**src/rtl/fu_issue_arb_pkg.sv**
```systemverilog
// rtl/fu_issue_arb_pkg.sv - shared widths, message layout and sizing helpers for fu_issue_arbiter
package fu_issue_arb_pkg;

    // Default configuration of the BlimpV7 execute-pipe arbiter
    localparam int lp_default_num_req      = 4;
    localparam int lp_default_msg_bits     = 48;
    localparam int lp_default_max_inflight = 4;

    // Default requester payload layout (opaque to the arbiter, packed by the issue queues)
    localparam int lp_seq_bits  = 8;
    localparam int lp_preg_bits = 7;
    localparam int lp_op_bits   = 5;
    localparam int lp_imm_bits  = 14;

    typedef struct packed {
        logic [lp_seq_bits-1:0]  seq;
        logic [lp_preg_bits-1:0] prd;
        logic [lp_preg_bits-1:0] prs1;
        logic [lp_preg_bits-1:0] prs2;
        logic [lp_op_bits-1:0]   op;
        logic [lp_imm_bits-1:0]  imm;
    } fu_msg_t;

    // Width of a requester ID; never narrower than one bit
    function automatic int id_bits(input int n);
        return (n <= 2) ? 1 : $clog2(n);
    endfunction

    // Width of a counter that must hold 0..n inclusive
    function automatic int credit_bits(input int n);
        return (n < 1) ? 1 : $clog2(n + 1);
    endfunction

endpackage

```
**src/rtl/fu_issue_arbiter_rr_pick.sv**
```systemverilog
// rtl/fu_issue_arbiter_rr_pick.sv - combinational round-robin picker starting at ptr
module fu_issue_arbiter_rr_pick
    import fu_issue_arb_pkg::*;
#(
    parameter int p_num_req = 4,
    parameter int p_id_bits = id_bits(p_num_req)
) (
    input  logic [p_num_req-1:0] req,
    input  logic [p_id_bits-1:0] ptr,
    input  logic                 en,
    output logic [p_num_req-1:0] gnt,
    output logic [p_id_bits-1:0] gnt_id
);

    // Scan ptr, ptr+1, ... (mod p_num_req) and take the first active request
    always_comb begin
        logic                 found;
        logic [p_id_bits-1:0] idx;
        gnt    = '0;
        gnt_id = '0;
        found  = 1'b0;
        idx    = '0;
        if (en) begin
            for (int k = 0; k < p_num_req; k++) begin
                idx = p_id_bits'((int'(ptr) + k) % p_num_req);
                if (!found && req[idx]) begin
                    found    = 1'b1;
                    gnt[idx] = 1'b1;
                    gnt_id   = idx;
                end
            end
        end
    end

endmodule

```
**src/rtl/fu_issue_arbiter.sv**
```systemverilog
// rtl/fu_issue_arbiter.sv - round-robin, credit-limited issue arbiter for a shared FU (perf option: FU_ISSUE_ARBITER_PERF_EN)
module fu_issue_arbiter
    import fu_issue_arb_pkg::*;
#(
    parameter  int p_num_req      = lp_default_num_req,
    parameter  int p_msg_bits     = lp_default_msg_bits,
    parameter  int p_max_inflight = lp_default_max_inflight,
    localparam int p_id_bits      = id_bits(p_num_req),
    localparam int p_cred_bits    = credit_bits(p_max_inflight)
) (
    input  logic                            clk,
    input  logic                            rst_n,
    input  logic [p_num_req-1:0]            req_val,
    output logic [p_num_req-1:0]            req_rdy,
    input  logic [p_num_req*p_msg_bits-1:0] req_msg,
    output logic                            fu_val,
    input  logic                            fu_rdy,
    output logic [p_msg_bits-1:0]           fu_msg,
    output logic [p_id_bits-1:0]            fu_id,
    input  logic                            cmp_val,
    input  logic [p_id_bits-1:0]            cmp_id,
    output logic [p_num_req-1:0]            cmp_out_val,
    output logic [p_cred_bits-1:0]          inflight
`ifdef FU_ISSUE_ARBITER_PERF_EN
    ,
    output logic [31:0]                     perf_grants,
    output logic [31:0]                     perf_stall
`endif
);

    localparam logic [p_cred_bits-1:0] lp_max_cred = p_cred_bits'(p_max_inflight);
    localparam logic [p_id_bits-1:0]   lp_last_id  = p_id_bits'(p_num_req - 1);

    logic                   fu_val_q, fu_val_d;
    logic [p_msg_bits-1:0]  fu_msg_q, fu_msg_d;
    logic [p_id_bits-1:0]   fu_id_q, fu_id_d;
    logic [p_id_bits-1:0]   ptr_q, ptr_d;
    logic [p_cred_bits-1:0] inflight_q, inflight_d;

    logic                   slot_free;
    logic                   can_grant;
    logic                   grant;
    logic                   cmp_eff;
    logic [p_num_req-1:0]   gnt;
    logic [p_id_bits-1:0]   gnt_id;
    logic [p_msg_bits-1:0]  msg_sel;

    // Grant is allowed when the output slot drains this cycle and a credit is free.
    // Held off during reset so a requester never sees a grant that the register drops.
    always_comb begin
        slot_free = !fu_val_q || fu_rdy;
        can_grant = rst_n && slot_free && (inflight_q < lp_max_cred);
    end

    fu_issue_arbiter_rr_pick #(
        .p_num_req (p_num_req),
        .p_id_bits (p_id_bits)
    ) u_rr_pick (
        .req    (req_val),
        .ptr    (ptr_q),
        .en     (can_grant),
        .gnt    (gnt),
        .gnt_id (gnt_id)
    );

    // One-hot payload select; kept off the req_rdy path
    always_comb begin
        msg_sel = '0;
        for (int i = 0; i < p_num_req; i++) begin
            if (gnt[i]) begin
                msg_sel = req_msg[i*p_msg_bits +: p_msg_bits];
            end
        end
    end

    // Next-state for the output register and round-robin pointer
    always_comb begin
        grant    = |gnt;
        fu_val_d = fu_val_q;
        fu_msg_d = fu_msg_q;
        fu_id_d  = fu_id_q;
        ptr_d    = ptr_q;
        if (grant) begin
            fu_val_d = 1'b1;
            fu_msg_d = msg_sel;
            fu_id_d  = gnt_id;
            ptr_d    = (gnt_id == lp_last_id) ? '0 : gnt_id + 1'b1;
        end else if (fu_rdy) begin
            fu_val_d = 1'b0;
        end
    end

    // Credit counter: grant takes one, a completion returns one; completions with nothing in flight are dropped
    always_comb begin
        cmp_eff    = cmp_val && (inflight_q != '0);
        inflight_d = inflight_q;
        case ({grant, cmp_eff})
            2'b10:   inflight_d = inflight_q + 1'b1;
            2'b01:   inflight_d = inflight_q - 1'b1;
            default: inflight_d = inflight_q;
        endcase
    end

    // Completion steering: IDs beyond the requester range select nothing
    always_comb begin
        cmp_out_val = '0;
        for (int i = 0; i < p_num_req; i++) begin
            cmp_out_val[i] = cmp_val && (cmp_id == p_id_bits'(i));
        end
    end

    // State registers
    always_ff @(posedge clk or negedge rst_n) begin
        if (!rst_n) begin
            fu_val_q   <= 1'b0;
            fu_msg_q   <= '0;
            fu_id_q    <= '0;
            ptr_q      <= '0;
            inflight_q <= '0;
        end else begin
            fu_val_q   <= fu_val_d;
            fu_msg_q   <= fu_msg_d;
            fu_id_q    <= fu_id_d;
            ptr_q      <= ptr_d;
            inflight_q <= inflight_d;
        end
    end

    assign req_rdy  = gnt;
    assign fu_val   = fu_val_q;
    assign fu_msg   = fu_msg_q;
    assign fu_id    = fu_id_q;
    assign inflight = inflight_q;

`ifdef FU_ISSUE_ARBITER_PERF_EN
    logic [31:0] perf_grants_q;
    logic [31:0] perf_stall_q;

    // Wrapping counters of grants and of cycles where someone asked but nobody was granted
    always_ff @(posedge clk or negedge rst_n) begin
        if (!rst_n) begin
            perf_grants_q <= '0;
            perf_stall_q  <= '0;
        end else begin
            if (grant) begin
                perf_grants_q <= perf_grants_q + 32'd1;
            end
            if (|req_val && !grant) begin
                perf_stall_q <= perf_stall_q + 32'd1;
            end
        end
    end

    assign perf_grants = perf_grants_q;
    assign perf_stall  = perf_stall_q;
`endif

endmodule

```
**config.mk**
```make
export PLATFORM = sky130hd
export DESIGN_NAME = fu_issue_arbiter
export DESIGN_NICKNAME = d
export VERILOG_FILES = /design/src/rtl/fu_issue_arb_pkg.sv /design/src/rtl/fu_issue_arbiter_rr_pick.sv /design/src/rtl/fu_issue_arbiter.sv
export SDC_FILE = /design/constraint.sdc
export NUM_CORES = 1
export LEC_CHECK = 0
export CAP_MARGIN = 5
export CORE_AREA = 2 2 91 136
export DETAILED_ROUTE_END_ITERATION = 6
export DIE_AREA = 0 0 93 138
export HOLD_SLACK_MARGIN = 0.06
export PLACE_DENSITY = 0.76
export SLEW_MARGIN = 10
export SYNTH_ARGS = -nofsm -noshare
export SYNTH_HDL_FRONTEND = slang
export SYNTH_SLANG_ARGS = --single-unit
```
**constraint.sdc**
```tcl
create_clock -name clk -period 4.2 [get_ports clk]
set_input_delay 0.63 -clock clk [delete_from_list [all_inputs] [get_ports clk]]
set_output_delay 0.63 -clock clk [all_outputs]
set_load 0.03 [all_outputs]
```
* Yosys cells after proc, flatten, opt, wreduce, memory -nomap -nowiden
Cells that the tools add are included.
** Storage, ports and cells
- Flip-flop bits (word level) :: 56
- Input port bits :: 202
- Output and inout bits :: 62
- Logic and storage cells :: 96
** Cells by class
- $add $sub $neg :: 6
- Order comparisons :: 9
- Equal/unequal tests :: 6
- Mux-type cells :: 43
- Bitwise gates (word level) :: 3
- Reductions and logical operators :: 24
** Operators with widths (number)
- $mux 48 :: 4
- $mux 4 :: 8
- $mux 1 :: 16
- $logic_and 1x1->1 :: 14
- $lt 2x3->1 const B :: 4
- $mux 2 :: 6
- $or 4x4->4 :: 3
- $bmux 1 s2 :: 4
- $demux 1 s2 :: 4
- $eq 2x2->1 const B :: 4
- $ge 2x1->1 const B :: 4
- $pmux 3 s2 :: 1
- $add 2x1->2 const B :: 2
- $add 2x2->2 const B :: 2
- $eq 2x1->1 const B :: 2
- $logic_not 1->1 :: 4
- $reduce_bool 2->1 :: 2
- $reduce_or 4->1 :: 1
- $add 3x1->3 const B :: 1
- $lt 3x3->1 const B :: 1
- $reduce_bool 3->1 :: 1
- $sub 3x1->3 const B :: 1
- $logic_not 2->1 :: 1
- $logic_or 1x1->1 :: 1

* Logic depth before layout (Yosys ltp)
- Word-level depth :: 21
- Gate-level depth with buffers :: 17
- Depth with buffers taken out :: 13

* Modules after synthesis
Synthesis repeated with hierarchy kept, for this count alone.
** Second synthesis, totals
- Cell total of the unflattened synthesis :: 495
- Area total of the unflattened synthesis :: 4578.1 um^2
** Modules (own cells, without submodules)
- fu_issue_arbiter :: times used 1, cells an instance 410, area each 3883.7 um^2, sequential area each 1401.3 um^2
- fu_issue_arbiter_rr_pick :: times used 1, cells an instance 85, area each 694.4 um^2, sequential area each 0.0 um^2

* Worst setup path before layout
No wires, ideal clock.
- Kind :: register -> register
- Start point :: register ptr_q[0]
- End point :: register inflight_q[2], in the netlist inflight[2]
- Setup time :: 0.081 ns
- Data arrival time :: 3.907 ns
- Data required time :: 4.119 ns
- Path slack :: 0.212 ns
- Stages on the path, launching flop included :: 18
- Path buffers :: 4
- Clock period less this slack :: 3.988 ns
- Cells stage by stage :: dfrtp_1 > buf_2 > buf_2 > inv_1 > ha_1 > buf_2 > mux2i_2 > mux2_2 > a221oi_2 > o32ai_2 > nor4_4 > buf_2 > ha_1 > inv_1 > fa_1 > xor2_1 > nor2_1 > xor2_1
** Between the ends
- Cells in the longest elaborated chain, start to end :: 19
- Elaborated cells on any way between the ends :: 59
- Those cells by class :: 3 x add/sub; 8 x order compare; 2 x eq/ne; 31 x mux; 3 x bitwise; 12 x reduce/logical
** RTL lines
- start, declared :: RTL line fu_issue_arbiter.sv:37 : logic [p_id_bits-1:0] ptr_q, ptr_d;
- start signal, assigned :: RTL line fu_issue_arbiter.sv:124 : ptr_q <= ptr_d;
- branches (longest 14 deep; another with $lt 2x3->1)
- $mux 4 * :: RTL line fu_issue_arbiter_rr_pick.sv:26 : if (!found && req[idx]) begin
- $mux 4 * :: RTL line fu_issue_arbiter_rr_pick.sv:23 : if (en) begin
- via req_rdy[2] :: RTL line fu_issue_arbiter.sv:14 : output logic [p_num_req-1:0] req_rdy,
- $reduce_or 4->1 * :: RTL line fu_issue_arbiter.sv:78 : grant = |gnt;
- $eq 2x1->1 or $eq 2x2->1 (tied branches) :: RTL line fu_issue_arbiter.sv:97 : case ({grant, cmp_eff})
- $pmux 3 s2 or $reduce_bool 2->1 (tied branches)
- end signal, assigned :: RTL line fu_issue_arbiter.sv:125 : inflight_q <= inflight_d;
- end, declared :: RTL line fu_issue_arbiter.sv:38 : logic [p_cred_bits-1:0] inflight_q, inflight_d;
Mark *: on every way through the listed nets, which the timed path passes. The select of a mux whose other input is x is not followed.
A chain may end at the register's enable or synchronous reset.

* Final worst setup path
- Start point :: register ptr_q[1]
- End point :: output req_rdy[3]
** Between the ends
- Cells in the longest elaborated chain, start to end :: 16
- Elaborated cells on any way between the ends :: 54
- Those cells by class :: 3 x add/sub; 8 x order compare; 30 x mux; 3 x bitwise; 10 x reduce/logical
** RTL lines (RTL line)
- branches (longest 14 deep; another with $lt 2x3->1)
- $mux 4 * :: fu_issue_arbiter_rr_pick.sv:26
- $mux 4 * :: fu_issue_arbiter_rr_pick.sv:23
- end, declared :: fu_issue_arbiter.sv:14
Mark *: on every way between the ends. The select of a mux whose other input is x is not followed.

==> impl_results.rst <==
.. list-table::
   :header-rows: 1

   * - Metric
     - Value
   * - Starting density of the core
     - 0.299
   * - Vias in the first global route
     - 4531
   * - Setup repair after global routing missed its margin
     - false
   * - Endpoint kind of the worst setup timing path
     - primary output
   * - Post-CTS Setup Repair Bufs
     - 0
   * - X dimension of the die
     - 93 µm
   * - Highest clock frequency the design can meet
     - 259 MHz
   * - Detailed-route wire length per cell
     - 20.5 µm
   * - Most common cell after layout, fill and taps aside
     - sky130_fd_sc_hd__clkdlybuf4s50_1
   * - Power density over the cells
     - 604 mW/mm²
   * - Fraction of synthesized cell area taken by the top area cell type
     - 0.398
   * - Depth of the worst register-to-register path
     - 13
   * - Total vias in the final route
     - 4306
   * - Max FO, Critical Path
     - 51
   * - Synthesized area per cell
     - 10.1 µm²
   * - I/O Pins
     - 264
   * - Net Count, Synth
     - 559
   * - Ratio of final minimum period to clock period
     - 0.918
   * - Dominant cell type by area after synthesis
     - sky130_fd_sc_hd__dfrtp_1
   * - Count of flip-flops with a built-in enable after synthesis
     - 0
   * - Result of the run
     - finished, final reports clean
   * - Minimum clock period after layout
     - 3.85 ns
   * - Endpoint of the most critical register-to-register path
     - inflight[2]
   * - Library cell used as clock root buffer
     - sky130_fd_sc_hd__clkbuf_16
   * - Post-synthesis sequential area ratio
     - 0.398
   * - Vert. Die Dim
     - 138 µm
   * - Cell count after synthesis
     - 348
   * - Source of the worst register-to-register timing path
     - ptr_q[1]
   * - Post-layout nets
     - 801
   * - Syn. warnings
     - 0
   * - Slew Viols, Final
     - 0
   * - Total number of clock tree sinks
     - 56
   * - Area of placed instances
     - 0.00624 mm²
   * - Global-route usage over all layers
     - 0.230
   * - Crit path arrival time
     - 3.22 ns
   * - Area of the mapped netlist
     - 0.00352 mm²
   * - Leading cell types by total area after synthesis
     - sky130_fd_sc_hd__dfrtp_1 (40%), sky130_fd_sc_hd__a222oi_1 (14%), sky130_fd_sc_hd__a22oi_1 (10%)
   * - TritonCTS buffer count
     - 5
   * - Startpoint class of the critical path
     - flip-flop
   * - Worst relative slew slack
     - 0.508
   * - Library cell contributing the largest single delay on the critical path
     - sky130_fd_sc_hd__dfrtp_1
   * - Clock edge transition at the registers on the reported setup and hold paths
     - 0.07 ns
   * - Max-capacitance violation count
     - 0
   * - Area of the placeable core
     - 0.0118 mm²
   * - Reg-to-reg setup timing slack
     - 0.41 ns
   * - Max H-tree Level
     - 2
   * - P&R area growth vs syn
     - 82.9%
   * - Main flop type after synthesis
     - sky130_fd_sc_hd__dfrtp_1
   * - Synthesis-stage register bit count
     - 56
   * - WL final
     - 15200 µm
   * - Type of the most critical hold path
     - in -> async
   * - Post-route cell area
     - 0.00644 mm²
   * - Static leakage
     - 2.43 nW
   * - Clock Skew
     - 0.00721 ns
   * - CTS Hold Buffers Added
     - 0
   * - Layout cells sized above 1
     - 0.0558
   * - Final estimated routing congestion in global placement
     - 0.862
   * - CP required
     - 3.57 ns
   * - Port-buffer cells
     - 263
   * - Final ANT Viol Nets
     - 0
   * - Hold violation count in the final report
     - 0
   * - Critical path buffer and inverter count
     - 3
   * - Pin count of the biggest net entering global routing
     - 57
   * - Std-Cell Rows
     - 49
   * - TritonCTS clock tree
     - built
   * - Type of the worst setup path
     - reg -> out
   * - Starting DRC count in detailed routing
     - 420
   * - Sum of negative setup slack
     - 0 ns
   * - Remaining routing DRC violations
     - 0
   * - Via/cell ratio
     - 5.78
   * - Maximum buffer depth of the clock tree
     - 2
   * - Top library cells by usage in the layout, fill and taps aside
     - sky130_fd_sc_hd__clkdlybuf4s50_1 (258), sky130_fd_sc_hd__dfrtp_1 (56), sky130_fd_sc_hd__a22oi_1 (48), sky130_fd_sc_hd__a222oi_1 (48), sky130_fd_sc_hd__o21ai_1 (33)
   * - Clk_lat worst skew
     - 0.29 ns
   * - Actual slew at the worst max-slew pin
     - 0.739 ns
   * - Maximum vdd drop
     - 0.438 mV
   * - Area of the multi-input gates
     - 0.00194 mm²
   * - Die area
     - 0.0128 mm²
   * - Count of different cell masters after synthesis
     - 48
   * - DR pass1 iterations
     - 6
   * - Total half-perimeter wirelength after legalization and detailed placement
     - 11400 µm
   * - Proportion of synthesized flip-flops having asynchronous set or reset
     - 1.00
   * - Register area
     - 0.00140 mm²
   * - Global route overflow
     - 0
   * - First-pass GRT wire length
     - 23200 µm
   * - Cells along the critical path
     - inv_1, ha_1, mux2i_2, mux2_2, a211oi_1, o22ai_4, buf_6, buf_4
   * - Cell type group with the largest total delay on the critical path
     - buffers and inverters
   * - Initial antenna violation count
     - 1
   * - Number of setup violations in the final report
     - 0
   * - Critical Path Max Stage Delay
     - 0.55 ns
   * - Filler cell count in the final layout
     - 1067
[worst max-delay path by stage]
| stage | from | to | slack [ns] | cells past startpoint |
|---|---|---|---|---|
| final | ptr_q[1] | req_rdy[3] | 0.35 | 8 |
| after global routing | ptr_q[1] | inflight[2] | 0.10 | 13 |
| after CTS | ptr_q[1] | req_rdy[0] | 0.07 | 7 |
| after detailed placement | ptr_q[1] | req_rdy[0] | 0.26 | 7 |
| after global placement | req_val[2] | req_rdy[0] | 0.41 | 6 |
| after floorplan | ptr_q[0] | inflight[2] | 0.21 | 17 |
[cells in the mapped netlist, types with 2 or more instances]
library cell               instances
sky130_fd_sc_hd__nor3b_1           3
sky130_fd_sc_hd__o21ai_0          21
sky130_fd_sc_hd__nand3_1           2
sky130_fd_sc_hd__nor2_1           10
sky130_fd_sc_hd__o21ai_1          34
sky130_fd_sc_hd__mux2i_1           5
sky130_fd_sc_hd__a22oi_1          48
sky130_fd_sc_hd__buf_6             6
sky130_fd_sc_hd__clkbuf_2          2
sky130_fd_sc_hd__buf_2            15
sky130_fd_sc_hd__nand2_1          17
sky130_fd_sc_hd__inv_1             6
sky130_fd_sc_hd__a21oi_1           3
sky130_fd_sc_hd__nand2b_1          7
sky130_fd_sc_hd__dfrtp_1          56
sky130_fd_sc_hd__a222oi_1         48
sky130_fd_sc_hd__o21bai_1          3
sky130_fd_sc_hd__o32ai_2           2
sky130_fd_sc_hd__ha_1              8
sky130_fd_sc_hd__xor2_1            2
sky130_fd_sc_hd__and3b_1           4
sky130_fd_sc_hd__a21boi_1          2
sky130_fd_sc_hd__o22ai_1           5
sky130_fd_sc_hd__clkbuf_1         13
sky130_fd_sc_hd__o211ai_1          2
sky130_fd_sc_hd__a221oi_2          2
[sequential cells by signal, summed over array words and instances, names as in the netlist]
name      flops
fu_id         2
fu_msg       48
fu_val        1
inflight      3
ptr_q         2
[logic make-up after synthesis]
kind of cell | count (synthesis) | share of synthesized area
AOI/OAI and AO/OA | 178 | 0.385
DFF | 56 | 0.398
and+or+nand+nor | 50 | 0.0810
buffers and inverters | 44 | 0.0668
adders and majority gates | 9 | 0.0341
muxes | 8 | 0.0277
xor gates and xnor gates | 3 | 0.00746
[what timing repair did]
action | CTS | global route
gates resized for setup | 1 | 5
hold endpoints to repair | 0 | 0
gates cloned | 0 | 0
endpoints found under the setup margin | 1 | 5
[cell type report]
class,count,area share
antenna,1,0.000389
clock buffer,6,0.0200
clock inverter,2,0.00544
inverter,7,0.00408
multi-input combinational,248,0.301
sequential,56,0.218
tap,153,0.0297
timing repair buffer,272,0.422
[power by group]
group | total, mW | internal (mW) | switching, mW
Sequential | 0.898 | 0.760 | 0.138
Combinational | 2.53 | 1.07 | 1.46
Clock | 0.469 | 0.281 | 0.188
[metrics by stage]
step	instances	util	power (mW)	hold WS [ns]	setup WS (ns)
after floorplan	348	-	2.48	0.334	0.212
after global routing	745	0.547	4.11	0.512	0.101
after CTS	744	0.545	3.90	0.494	0.0702
final	745	0.547	3.89	0.479	0.345
after detailed placement	736	0.531	3.41	0.476	0.265
after global placement	736	0.531	3.35	0.473	0.411
[layer usage]
layer / share of wire / up-vias / track usage
met5: 0 / - / 0
met2: 0.53 / 257 / 0.409
met4: 0.062 / 0 / 0.144
li1: - / 1920 / -
met3: 0.082 / 61 / 0.0501
met1: 0.33 / 2068 / 0.240
[worst register-to-register path, stage by stage (launching register included)]
cell and delay (ns):
sky130_fd_sc_hd__dfrtp_1 0.55, sky130_fd_sc_hd__inv_1 0.18, sky130_fd_sc_hd__ha_1 0.47, sky130_fd_sc_hd__mux2i_1 0.40
sky130_fd_sc_hd__o22ai_1 0.16, sky130_fd_sc_hd__a211oi_1 0.41, sky130_fd_sc_hd__o22ai_4 0.15, sky130_fd_sc_hd__nor4_4 0.30
sky130_fd_sc_hd__ha_1 0.22, sky130_fd_sc_hd__inv_1 0.06, sky130_fd_sc_hd__fa_1 0.37, sky130_fd_sc_hd__xor2_1 0.15
sky130_fd_sc_hd__nor2_1 0.11, sky130_fd_sc_hd__xor2_1 0.16
Note: power is estimated with default switching activity, not from simulation.
